**src/rtl/regs_wb_arbiter.sv**
```systemverilog
// regs_wb_arbiter
//
// Write-port arbiter for the integer register file. It accepts writeback
// requests from three producers and grants at most one of them per cycle.
// The granted write is registered and drives the register file's single
// write port.
//
// Ports:
//   clk          core clock, all state updates on the rising edge
//   rst          asynchronous active-low reset
//   req_valid_i  [2:0]  request valid: 0 = pipeline WB, 1 = mul/div, 2 = load/CSR
//   req_addr_i   [14:0] destination register of requester n at [5n+4:5n]
//   req_data_i   [95:0] write data of requester n at [32n+31:32n]
//   req_ready_o  [2:0]  one-hot combinational grant (transfer = valid & ready)
//   we_o         registered register-file write enable
//   waddr_o      [4:0]  registered register-file write address
//   wdata_o      [31:0] registered register-file write data
//   grant_o      [2:0]  registered copy of the previous cycle's grant
//   pend_mask_o  [31:0] registers with a write queued at an input or held
//                       in the output stage (combinational, for decode)
//
// Priority: urgent port 1, urgent port 2, port 0, port 1, port 2.
// Ports 1 and 2 become urgent after losing WAIT_MAX consecutive cycles
// while valid, which bounds their wait.

module regs_wb_arbiter #(
  parameter int WAIT_MAX = 4
) (
  input  logic        clk,
  input  logic        rst,
  input  logic [2:0]  req_valid_i,
  input  logic [14:0] req_addr_i,
  input  logic [95:0] req_data_i,
  output logic [2:0]  req_ready_o,
  output logic        we_o,
  output logic [4:0]  waddr_o,
  output logic [31:0] wdata_o,
  output logic [2:0]  grant_o,
  output logic [31:0] pend_mask_o
);

  localparam int WW = $clog2(WAIT_MAX + 1);
  localparam logic [WW-1:0] WAIT_LIM = WW'(WAIT_MAX);

  // Aging counters exist for ports 1 and 2 only; port 0 never ages.
  logic [WW-1:0] wait_cnt [1:2];
  logic [2:0]    urgent;
  logic          xfer;
  logic [4:0]    sel_addr;
  logic [31:0]   sel_data;

  assign urgent[0] = 1'b0;

  for (genvar gi = 1; gi <= 2; gi++) begin : g_age
    assign urgent[gi] = req_valid_i[gi] && (wait_cnt[gi] == WAIT_LIM);

    // Count only while valid and losing; any grant or dropped valid
    // forgets the accumulated age.
    always_ff @(posedge clk or negedge rst) begin
      if (!rst) begin
        wait_cnt[gi] <= '0;
      end else if (req_valid_i[gi] && !req_ready_o[gi]) begin
        if (wait_cnt[gi] != WAIT_LIM) begin
          wait_cnt[gi] <= wait_cnt[gi] + WW'(1);
        end
      end else begin
        wait_cnt[gi] <= '0;
      end
    end
  end

  // Grant is forced low while reset is held so no requester is released
  // by a write that would be discarded anyway.
  always_comb begin
    req_ready_o = 3'b000;
    if (!rst) begin
      req_ready_o = 3'b000;
    end else if (urgent[1]) begin
      req_ready_o = 3'b010;
    end else if (urgent[2]) begin
      req_ready_o = 3'b100;
    end else if (req_valid_i[0]) begin
      req_ready_o = 3'b001;
    end else if (req_valid_i[1]) begin
      req_ready_o = 3'b010;
    end else if (req_valid_i[2]) begin
      req_ready_o = 3'b100;
    end
  end

  assign xfer = |req_ready_o;

  always_comb begin
    sel_addr = '0;
    sel_data = '0;
    for (int n = 0; n < 3; n++) begin
      if (req_ready_o[n]) begin
        sel_addr = req_addr_i[5*n +: 5];
        sel_data = req_data_i[32*n +: 32];
      end
    end
  end

  // Writes to x0 are accepted but never reach the register file.
  always_ff @(posedge clk or negedge rst) begin
    if (!rst) begin
      we_o    <= 1'b0;
      waddr_o <= '0;
      wdata_o <= '0;
      grant_o <= '0;
    end else begin
      we_o    <= xfer && (sel_addr != 5'd0);
      grant_o <= req_ready_o;
      if (xfer) begin
        waddr_o <= sel_addr;
        wdata_o <= sel_data;
      end
    end
  end

  always_comb begin
    pend_mask_o = '0;
    for (int n = 0; n < 3; n++) begin
      if (req_valid_i[n]) begin
        pend_mask_o[req_addr_i[5*n +: 5]] = 1'b1;
      end
    end
    if (we_o) begin
      pend_mask_o[waddr_o] = 1'b1;
    end
    pend_mask_o[0] = 1'b0;
  end

endmodule

```
**config.mk**
```make
export PLATFORM = sky130hd
export DESIGN_NAME = regs_wb_arbiter
export DESIGN_NICKNAME = d
export VERILOG_FILES = /design/src/rtl/regs_wb_arbiter.sv
export SDC_FILE = /design/constraint.sdc
export NUM_CORES = 1
export LEC_CHECK = 0
export ABC_CLOCK_PERIOD_IN_PS = 2300
export CAP_MARGIN = 20
export CORE_ASPECT_RATIO = 1.1
export CORE_MARGIN = 5
export CORE_UTILIZATION = 28
export CTS_CLUSTER_DIAMETER = 50
export DETAILED_ROUTE_END_ITERATION = 6
export PLACE_DENSITY = 0.62
export SLEW_MARGIN = 5
export SYNTH_ARGS = -nofsm -noshare
export SYNTH_HDL_FRONTEND = slang
export SYNTH_SLANG_ARGS = --single-unit
```
**constraint.sdc**
```tcl
create_clock -name clk -period 2.3 [get_ports clk]
set_clock_uncertainty 0.05 [all_clocks]
set_input_delay 0.23 -clock clk [delete_from_list [all_inputs] [get_ports clk]]
set_output_delay 0.23 -clock clk [all_outputs]
set_load 0.01 [all_outputs]
```
# Word level (Yosys, flattened, before mapping)
# Cells that the tools add are included.
dict set report totals {
  ff_bits 47
  input_bits 116
}
dict set report classes {
  bitwise 3
  muxes 28
  add_sub_neg 2
  n_reduce_logical 13
  magnitude_cmp 8
  eq_ne 6
}
# op n
set op_table {}
lappend op_table {{two-way mux 32 bit} 7}
lappend op_table {{OR 32 bit} 3}
lappend op_table {{two-way mux 3 bit} 10}
lappend op_table {{< comparator 5 x 6 -> 1 bit, second input constant} 4}
lappend op_table {{demux 1 bit (select 5 bit)} 4}
lappend op_table {{greater-or-equal comparator 5 x 1 -> 1 bit, second input constant} 4}
lappend op_table {{two-way mux 5 bit} 3}
lappend op_table {{logical AND 1 bit} 9}
lappend op_table {{adder 3 x 1 -> 3 bit, second input constant} 2}
lappend op_table {{== test 3 bit, second input constant} 2}
lappend op_table {{inequality test 3 bit, second input constant} 2}
lappend op_table {{nonzero test 5 bit} 1}
lappend op_table {{two-way mux 1 bit} 4}
lappend op_table {{inequality test 2 x 1 -> 1 bit, second input constant} 2}
lappend op_table {{OR reduction 3 bit} 1}
lappend op_table {{zero test 1 bit} 2}

# Longest topological paths before layout
# Gate-level depths: netlist of run 1.
dict set report depth {
  word_depth 11
  ltp_mapped 8
  mapped_depth_nobuf 7
}

# Worst setup path before layout of run 1
# OpenSTA, ideal clock, no wires.
dict set report synth_timing {
  path_type {flip-flop to flip-flop}
  from {reg wait_cnt[0] (netlist bit)}
  to {reg we_o}
  t_arrival_ns 1.643
  required_time_ns 2.107
  synth_period_minus_slack_ns 1.837
  setup_ns 0.143
  setup_slack_ns 0.463
  path_stages_with_launch 9
  cell_sequence {dfrtp_1 inv_1 ha_1 a2bb2oi_1 nor4_2 buf_6 a222oi_1 and3_1 nand3_1}
}
dict set report synth_via {
  elab_chain_cells 10
  word_cells_on_any_way 11
}
# item line
set synth_rtl {}
lappend synth_rtl {{start, declared} 46} ;# logic [WW-1:0] wait_cnt [1:2];
lappend synth_rtl {{start signal, assigned by index} 64} ;# wait_cnt[gi] <= wait_cnt[gi] + WW'(1);
lappend synth_rtl {{== test 3 bit *} 55} ;# assign urgent[gi] = req_valid_i[gi] && (wait_cnt[gi] == WAIT_LIM);
lappend synth_rtl {{logical AND 1 bit *} 55}
lappend synth_rtl {{two-way mux 3 bit *} 80} ;# end else if (urgent[2]) begin
lappend synth_rtl {{two-way mux 3 bit *} 78} ;# end else if (urgent[1]) begin
lappend synth_rtl {{two-way mux 3 bit *} 76} ;# if (!rst) begin
lappend synth_rtl {{two-way mux 5 bit (3 in series)} 97} ;# if (req_ready_o[n]) begin
lappend synth_rtl {{nonzero test 5 bit} 112} ;# we_o <= xfer && (sel_addr != 5'd0);
lappend synth_rtl {{logical AND 1 bit *} 112}
lappend synth_rtl {{end signal, assigned} 112}
lappend synth_rtl {{end, declared} 35} ;# output logic we_o,
# Every way passes the cells marked *; elsewhere a longest branch is shown, timed or not.
# A chain may end at the register's enable or synchronous reset.

# Worst setup path after layout of run 1
dict set report layout_timing {
  from {reg waddr_o[0]}
  to {out pend_mask_o[21]}
}
dict set report layout_via {
  elab_chain_cells 6
  word_cells_on_any_way 7
}
# item line
set layout_rtl {}
lappend layout_rtl {{start, declared} 36} ;# output logic [4:0] waddr_o,
lappend layout_rtl {{start signal, assigned} 115} ;# waddr_o <= sel_addr;
lappend layout_rtl {{< comparator 5 x 6 -> 1 bit (implied by the code) / greater-or-equal comparator 5 x 1 -> 1 bit (equally long branches)} 129} ;# pend_mask_o[waddr_o] = 1'b1;
lappend layout_rtl {{logical AND 1 bit (implied by the code)} 129}
lappend layout_rtl {{two-way mux 1 bit (implied by the code)} 129}
lappend layout_rtl {{demux 1 bit (select 5 bit) *} 129}
lappend layout_rtl {{OR 32 bit (no line) *} -}
lappend layout_rtl {{two-way mux 32 bit *} 128} ;# if (we_o) begin
lappend layout_rtl {{end, declared} 39} ;# output logic [31:0] pend_mask_o
# Marked as above.

==> impl_metrics.yaml, run 1 <==
run_status:
  status: "complete, but fails checks"
  violations: "DRC"
global_route:
  grt_max_degree: 64
  antenna_found_initial: 0
  track_usage_pct: 21.3
  grt-ovfl-total: 0
  grt_pass1_vias: 4394
  grt_pass1_wl_um: 24200
synth:
  synth_warnings: 0
  yosys_register_bits: 47
  synth_area_per_cell_um2: 8.51
  ys_types: 47
  postSynth.asyncResetShare_pct: 100
  syn_area_um2: 3400
  syn_nets: 520
  syn_inst: 400
  synth_ff_type: "dfrtp_1"
  ys_seq_area_share_pct: 34.6
  synth_edf_count: 0
place:
  dpl_cell_area_um2: 5840
  dp.cells: 773
  port_buffers: 190
  hpwl_um: 13000
  place_congestion: 0.962
pwr:
  peakVddDrop_uv: 291
  switching_share_pct: 31.6
  p_int_mw: 1.96
  power_frac_clock_pct: 23.2
  p_per_area_nw_per_um2: 476
  net-switching-power_mw: 0.907
  p_leak_nw: 2.69
  p_comb_share_pct: 40.7
  power_mw: 2.87
  power_frac_seq_pct: 36.1
drt:
  vias_per_cell: 5.55
  drtAntennaViolNets: 0
  via_count: 4331
  drt-total-wl_um: 15900
  dr.pass1.iters: 7
  drtIter0Drc: 430
  drc: 1
  wl_per_cell_um: 20.4
layout:
  finalNonFillerCells: 780
  design_area_um2: 6020
  layout_commonest_cell: "clkdlybuf4s50_1"
  area_growth_pct: 77.0
  diodes: 0
  fillers: 1150
  drive_gt1_share_pct: 16.5
  nets: 747
  fin_util_pct: 50.3
  final_cell_mix: "clkdlybuf4s50_1, buf_4, nor2_1"
floorplanning:
  rows: 42
  die_area_um2: 14500
  die_w_um: 115
  start_util_pct: 28.4
  coreArea_um2: 12000
  chipHeight_um: 126
  ios: 192
timing:
  worst_pin_slew_ns: 0.604
  slew_viol_final: 0
  hold_viol: 0
  period_share_pct: 96.8
  setup_violations: 0
  rsz0062_at_grt: "false"
  layout_min_cycle_time_ns: 2.23
  whs_ns: 0.0891
  slew_headroom_pct: 59.4
  fmax_mhz: 449
worst_setup_path:
  cp.arrival_ns: 1.95
  crit_path_start_kind: "flip-flop"
  worstReg2RegEnd: "we_o"
  ff2ff_path_depth: 9
  critPathBufInv: 2
  slowest_delay_ns: 0.48
  critPathTopFamily: "buffers and inverters"
  r2r_start: "wait_cnt[0]"
  worstSetupPathType: "flip-flop to output port"
  cp.depth: 4
  critical_path.endpoint_type: "output port"
  r2r_slack_ns: 0.17
  required_ns: 2.02
  cp_cell_sequence: "buf_4 -> and3b_2 -> a221o_1 -> clkdlybuf4s50_1"
  crit_fanout: 6
  critical-path-slowest-cell: "clkdlybuf4s50_1"
clocking:
  clock_sinks: 47
  clk_latency_ns: 0.28
  htree_levels: 2
  cts_tree: "done"
  clock_path_buffers: 2
  cts_root_buffer: "clkbuf_16"
  numCtsBuffers: 5
  clk_pin_slew_ns: 0.06
  ctsHoldBuffers: 0
run:
  maxCapViolCount: 0
hold_path:
  min_path_type: "input pin to asynchronous set/reset pin"
[what timing repair did]
action	in CTS	in global routing
gates resized for setup	40	18
buffers inserted	0	1
pin swaps	0	2
endpoints found under the setup margin	32	6
[per-layer routing]
metal / vias to the layer above / wire [um] / GRT usage, %
met1: 2000 / 6110 / 25.5
met2: 282 / 7660 / 36.8
li1: 2017 / - / -
met3: 32 / 1710 / 5.76
met5: - / 0 / 0
met4: 0 / 425 / 7.04
[area by class of cell]
| type | count | area [um^2] | area share, % |
|---|---|---|---|
| Sequential cell | 47 | 1180 | 19.6 |
| Tap cell | 154 | 193 | 3.20 |
| Clock buffer | 6 | 129 | 2.14 |
| Timing Repair Buffer | 257 | 2430 | 40.4 |
| Multi-Input combinational cell | 306 | 2050 | 34.1 |
| Inverter | 10 | 37.5 | 0.623 |
[Yosys cell counts (10+ instances only)]
cell type	count	share of area, %
nand3b_1	13	2.9
nor2_1	59	6.5
a22oi_1	11	2.4
a222oi_1	36	11
dfrtp_1	47	35
o221ai_1	16	4.1
o22ai_1	10	1.8
a21oi_1	42	6.2
clkbuf_1	22	2.4
nand2_1	30	3.3
[through the flow]
step	setup TNS, ns	worst slack (ns)
after global routing	0	0.00557
after floorplan	0	0.463
after global placement	-2.73	-0.189
after detailed placement	-3.24	-0.196
final	0	0.0725
after CTS	-0.0749	-0.0749
[worst max path at each step]
| stage | to | start |
|---|---|---|
| floorplan | we_o | wait_cnt[0] |
| global placement | pend_mask_o[24] | req_valid_i[2] |
| detailed placement | pend_mask_o[24] | req_valid_i[2] |
| CTS | pend_mask_o[6] | req_addr_i[14] |
| global route | pend_mask_o[21] | req_addr_i[3] |
| finish | pend_mask_o[21] | waddr_o[0] |
[flip-flops by register name, indices dropped and copies added (netlist names)]
register  cells
grant_o       3
waddr_o       5
wait_cnt      6
wdata_o      32
we_o          1
[power groups by stage]
stage,logic (mW),clock network (mW),registers [mW]
6_report,1.17,0.666,1.03
5_1_grt,1.26,0.719,1.05
4_1_cts,1.17,0.691,1.04
3_5_place_dp,1.18,0,1.04
3_3_place_gp,1.18,0,1.04
2_1_floorplan,0.424,0,1.06
[kinds of logic (layout without fill, tap and decap cells)]
| family | count (synthesis) | after routing | share of synthesized area [%] |
|---|---|---|---|
| and+or+nand+nor | 157 | 157 | 24.4 |
| adders and majority gates | 4 | 4 | 1.47 |
| buffers and inverters | 47 | 273 | 7.10 |
| AOI/OAI and AO/OA | 142 | 142 | 31.8 |
| DFF | 47 | 47 | 34.6 |
| xor gates and xnor gates | 2 | 2 | 0.515 |
| other | 1 | 1 | 0.110 |
Power figures use the tool's default switching activity.
==> inputs of run 2 (changes only) <==
--- a/config.mk
+++ b/config.mk
@@ -10,6 +10,7 @@
 export CORE_ASPECT_RATIO = 1.1
 export CORE_MARGIN = 5
 export CORE_UTILIZATION = 28
+export CTS_BUF_LIST = sky130_fd_sc_hd__clkbuf_8
 export CTS_CLUSTER_DIAMETER = 50
 export DETAILED_ROUTE_END_ITERATION = 6
 export PLACE_DENSITY = 0.62
==> run 2 against run 1 <==
- the run now ends clean
- utilization increased by 0.073 points
- global-route usage increased by 0.077 points
- routed wire length increased by 0.35%
- cell count increased by 0.77%
- power decreased by 6.2%
- fmax increased by 1.6%
- critical endpoint is now pend_mask_o[1]
- combinational power increased by 3%
- die area unchanged
- count of clock-buffer cells in the layout decreased by 1
- sequential power about the same
- sequential share of layout area about the same
- largest power group unchanged
==> impl_metrics.yaml, run 2 (same netlist as run 1, synthesis figures left out) <==
run_status:
  status: "complete, no violations"
timing:
  whs_ns: 0.0720
  hold_viol: 0
  setup_violations: 0
  slew_headroom_pct: 58.3
  period_share_pct: 95.3
  rsz0062_at_grt: "false"
  slew_viol_final: 0
  layout_min_cycle_time_ns: 2.19
  finalSetupTns_ns: 0
  worst_pin_slew_ns: 0.619
  fmax_mhz: 456
clocking:
  clk_pin_slew_ns: 0.08
  cts_tree: "done"
  htree_levels: 2
  clock_path_buffers: 2
  clk_latency_ns: 0.30
  ctsHoldBuffers: 0
  clock_sinks: 47
  numCtsBuffers: 5
  cts_root_buffer: "clkbuf_8"
worst_setup_path:
  worstSetupPathType: "flip-flop to output port"
  critical-path-slowest-cell: "dfrtp_2"
  slowest_delay_ns: 0.46
  cp.arrival_ns: 1.91
  crit_fanout: 4
  required_ns: 2.02
  critical_path.endpoint_type: "output port"
  critPathLaunch: "waddr_o[2]"
  cp_cell_sequence: "buf_4 -> or3_1 -> o22ai_1 -> a211o_1 -> dlygate4sd2_1"
  crit_path_start_kind: "flip-flop"
  r2r_start: "wait_cnt[0]"
floorplanning:
  start_util_pct: 28.4
  rows: 42
  ios: 192
  chipHeight_um: 126
  coreArea_um2: 12000
  die_w_um: 115
  die_area_um2: 14500
layout:
  design_area_um2: 6030
  regMostFlops: "wdata_o"
  area_growth_pct: 77.3
  reg.largest.list: "wdata_o x32, wait_cnt x6, waddr_o x5"
  fillers: 1157
  final_cell_mix: "clkdlybuf4s50_1, buf_4, nor2_1"
  seqCellArea_um2: 1180
  fin_util_pct: 50.4
  drive_gt1_share_pct: 17.6
  nets: 753
  layout_commonest_cell: "clkdlybuf4s50_1"
  largest_reg_flops: 32
  multi_input_area_um2: 2060
  diodes: 0
drt:
  drtIter0Drc: 389
  dr.pass1.iters: 6
  drc: 0
  drtAntennaViolNets: 0
  drt-total-wl_um: 16000
  wl_per_cell_um: 20.3
  via_count: 4366
  vias_per_cell: 5.55
pwr:
  power_mw: 2.69
  p_per_area_nw_per_um2: 446
  peakVddDrop_uv: 309
  p_leak_nw: 2.72
run:
  maxCapViolCount: 0
place:
  hpwl_um: 13000
  place_congestion: 0.962
  port_buffers: 190
  dpl_cell_area_um2: 5840
global_route:
  track_usage_pct: 21.4
  grt-ovfl-total: 0
  antenna_found_initial: 0
  grt_max_degree: 64
  grt_pass1_wl_um: 24300
  grt_pass1_vias: 4414
hold_path:
  min_path_type: "input pin to asynchronous set/reset pin"
==> run 2: cell count changes in the layout (fill, tap and decap cells not counted), sizes merged <==
cell | previous run | this run
buf | 68 | 74
inv | 10 | 11
clkbuf | 6 | 5
==> run 2: what timing repair did <==
action	4_1_cts	5_1_grt
resized for setup	41	19
endpoints found under the setup margin	32	7
endpoints found under the hold margin	0	0
setup buffers	6	1
==> run 2: where the power goes <==
| part | internal (mW) | leakage, nW | switching [mW] | total (mW) |
|---|---|---|---|---|
| Clock | 0.198 | 0.0413 | 0.254 | 0.452 |
| Combinational | 0.663 | 2.13 | 0.549 | 1.21 |
| Sequential | 0.936 | 0.549 | 0.0933 | 1.03 |
==> run 2: final timing paths <==
path,to,slack (ns),cells past startpoint
worst max-delay path,pend_mask_o[1],0.11,5
max in group asynchronous,waddr_o[4],1.71,2
worst max register to register,we_o,0.15,9
worst min register to register,wdata_o[22],0.48,2
worst min-delay path,waddr_o[1],0.07,2
min in group clk,grant_o[0],0.26,3
==> run 2: critical path, delay by kind of cell (launching register included) <==
family / cells / cell delay, ns
compound gates: 2 / 0.31
flops: 1 / 0.46
buf+inv: 2 / 0.42
simple gates: 1 / 0.41
==> run 2: cell type report <==
type                    count  area share, %
clock buffers               5           1.14
multi-input cells         306           34.1
inverters                  10          0.622
repair buffers            263           41.3
clock inverters             1         0.0622
flip-flops and latches     47           19.6
well taps                 154           3.19
==> run 2: per-stage QoR <==
| step | worst slack (ns) | std cells |
|---|---|---|
| after floorplan | 0.463 | 400 |
| after global placement | -0.189 | 773 |
| after detailed placement | -0.196 | 773 |
| after CTS | -0.0744 | 785 |
| after global routing | 0.0222 | 786 |
| final | 0.108 | 786 |
==> run 2: routing by layer <==
metal  GRT usage, %  part of all wire, %  vias to the layer above
met2           37.2                   48                      292
met5              0                    0                        -
met4           6.01                  2.3                        0
met3           5.90                   11                       34
li1               -                    -                     2029
met1           25.8                   38                     2011
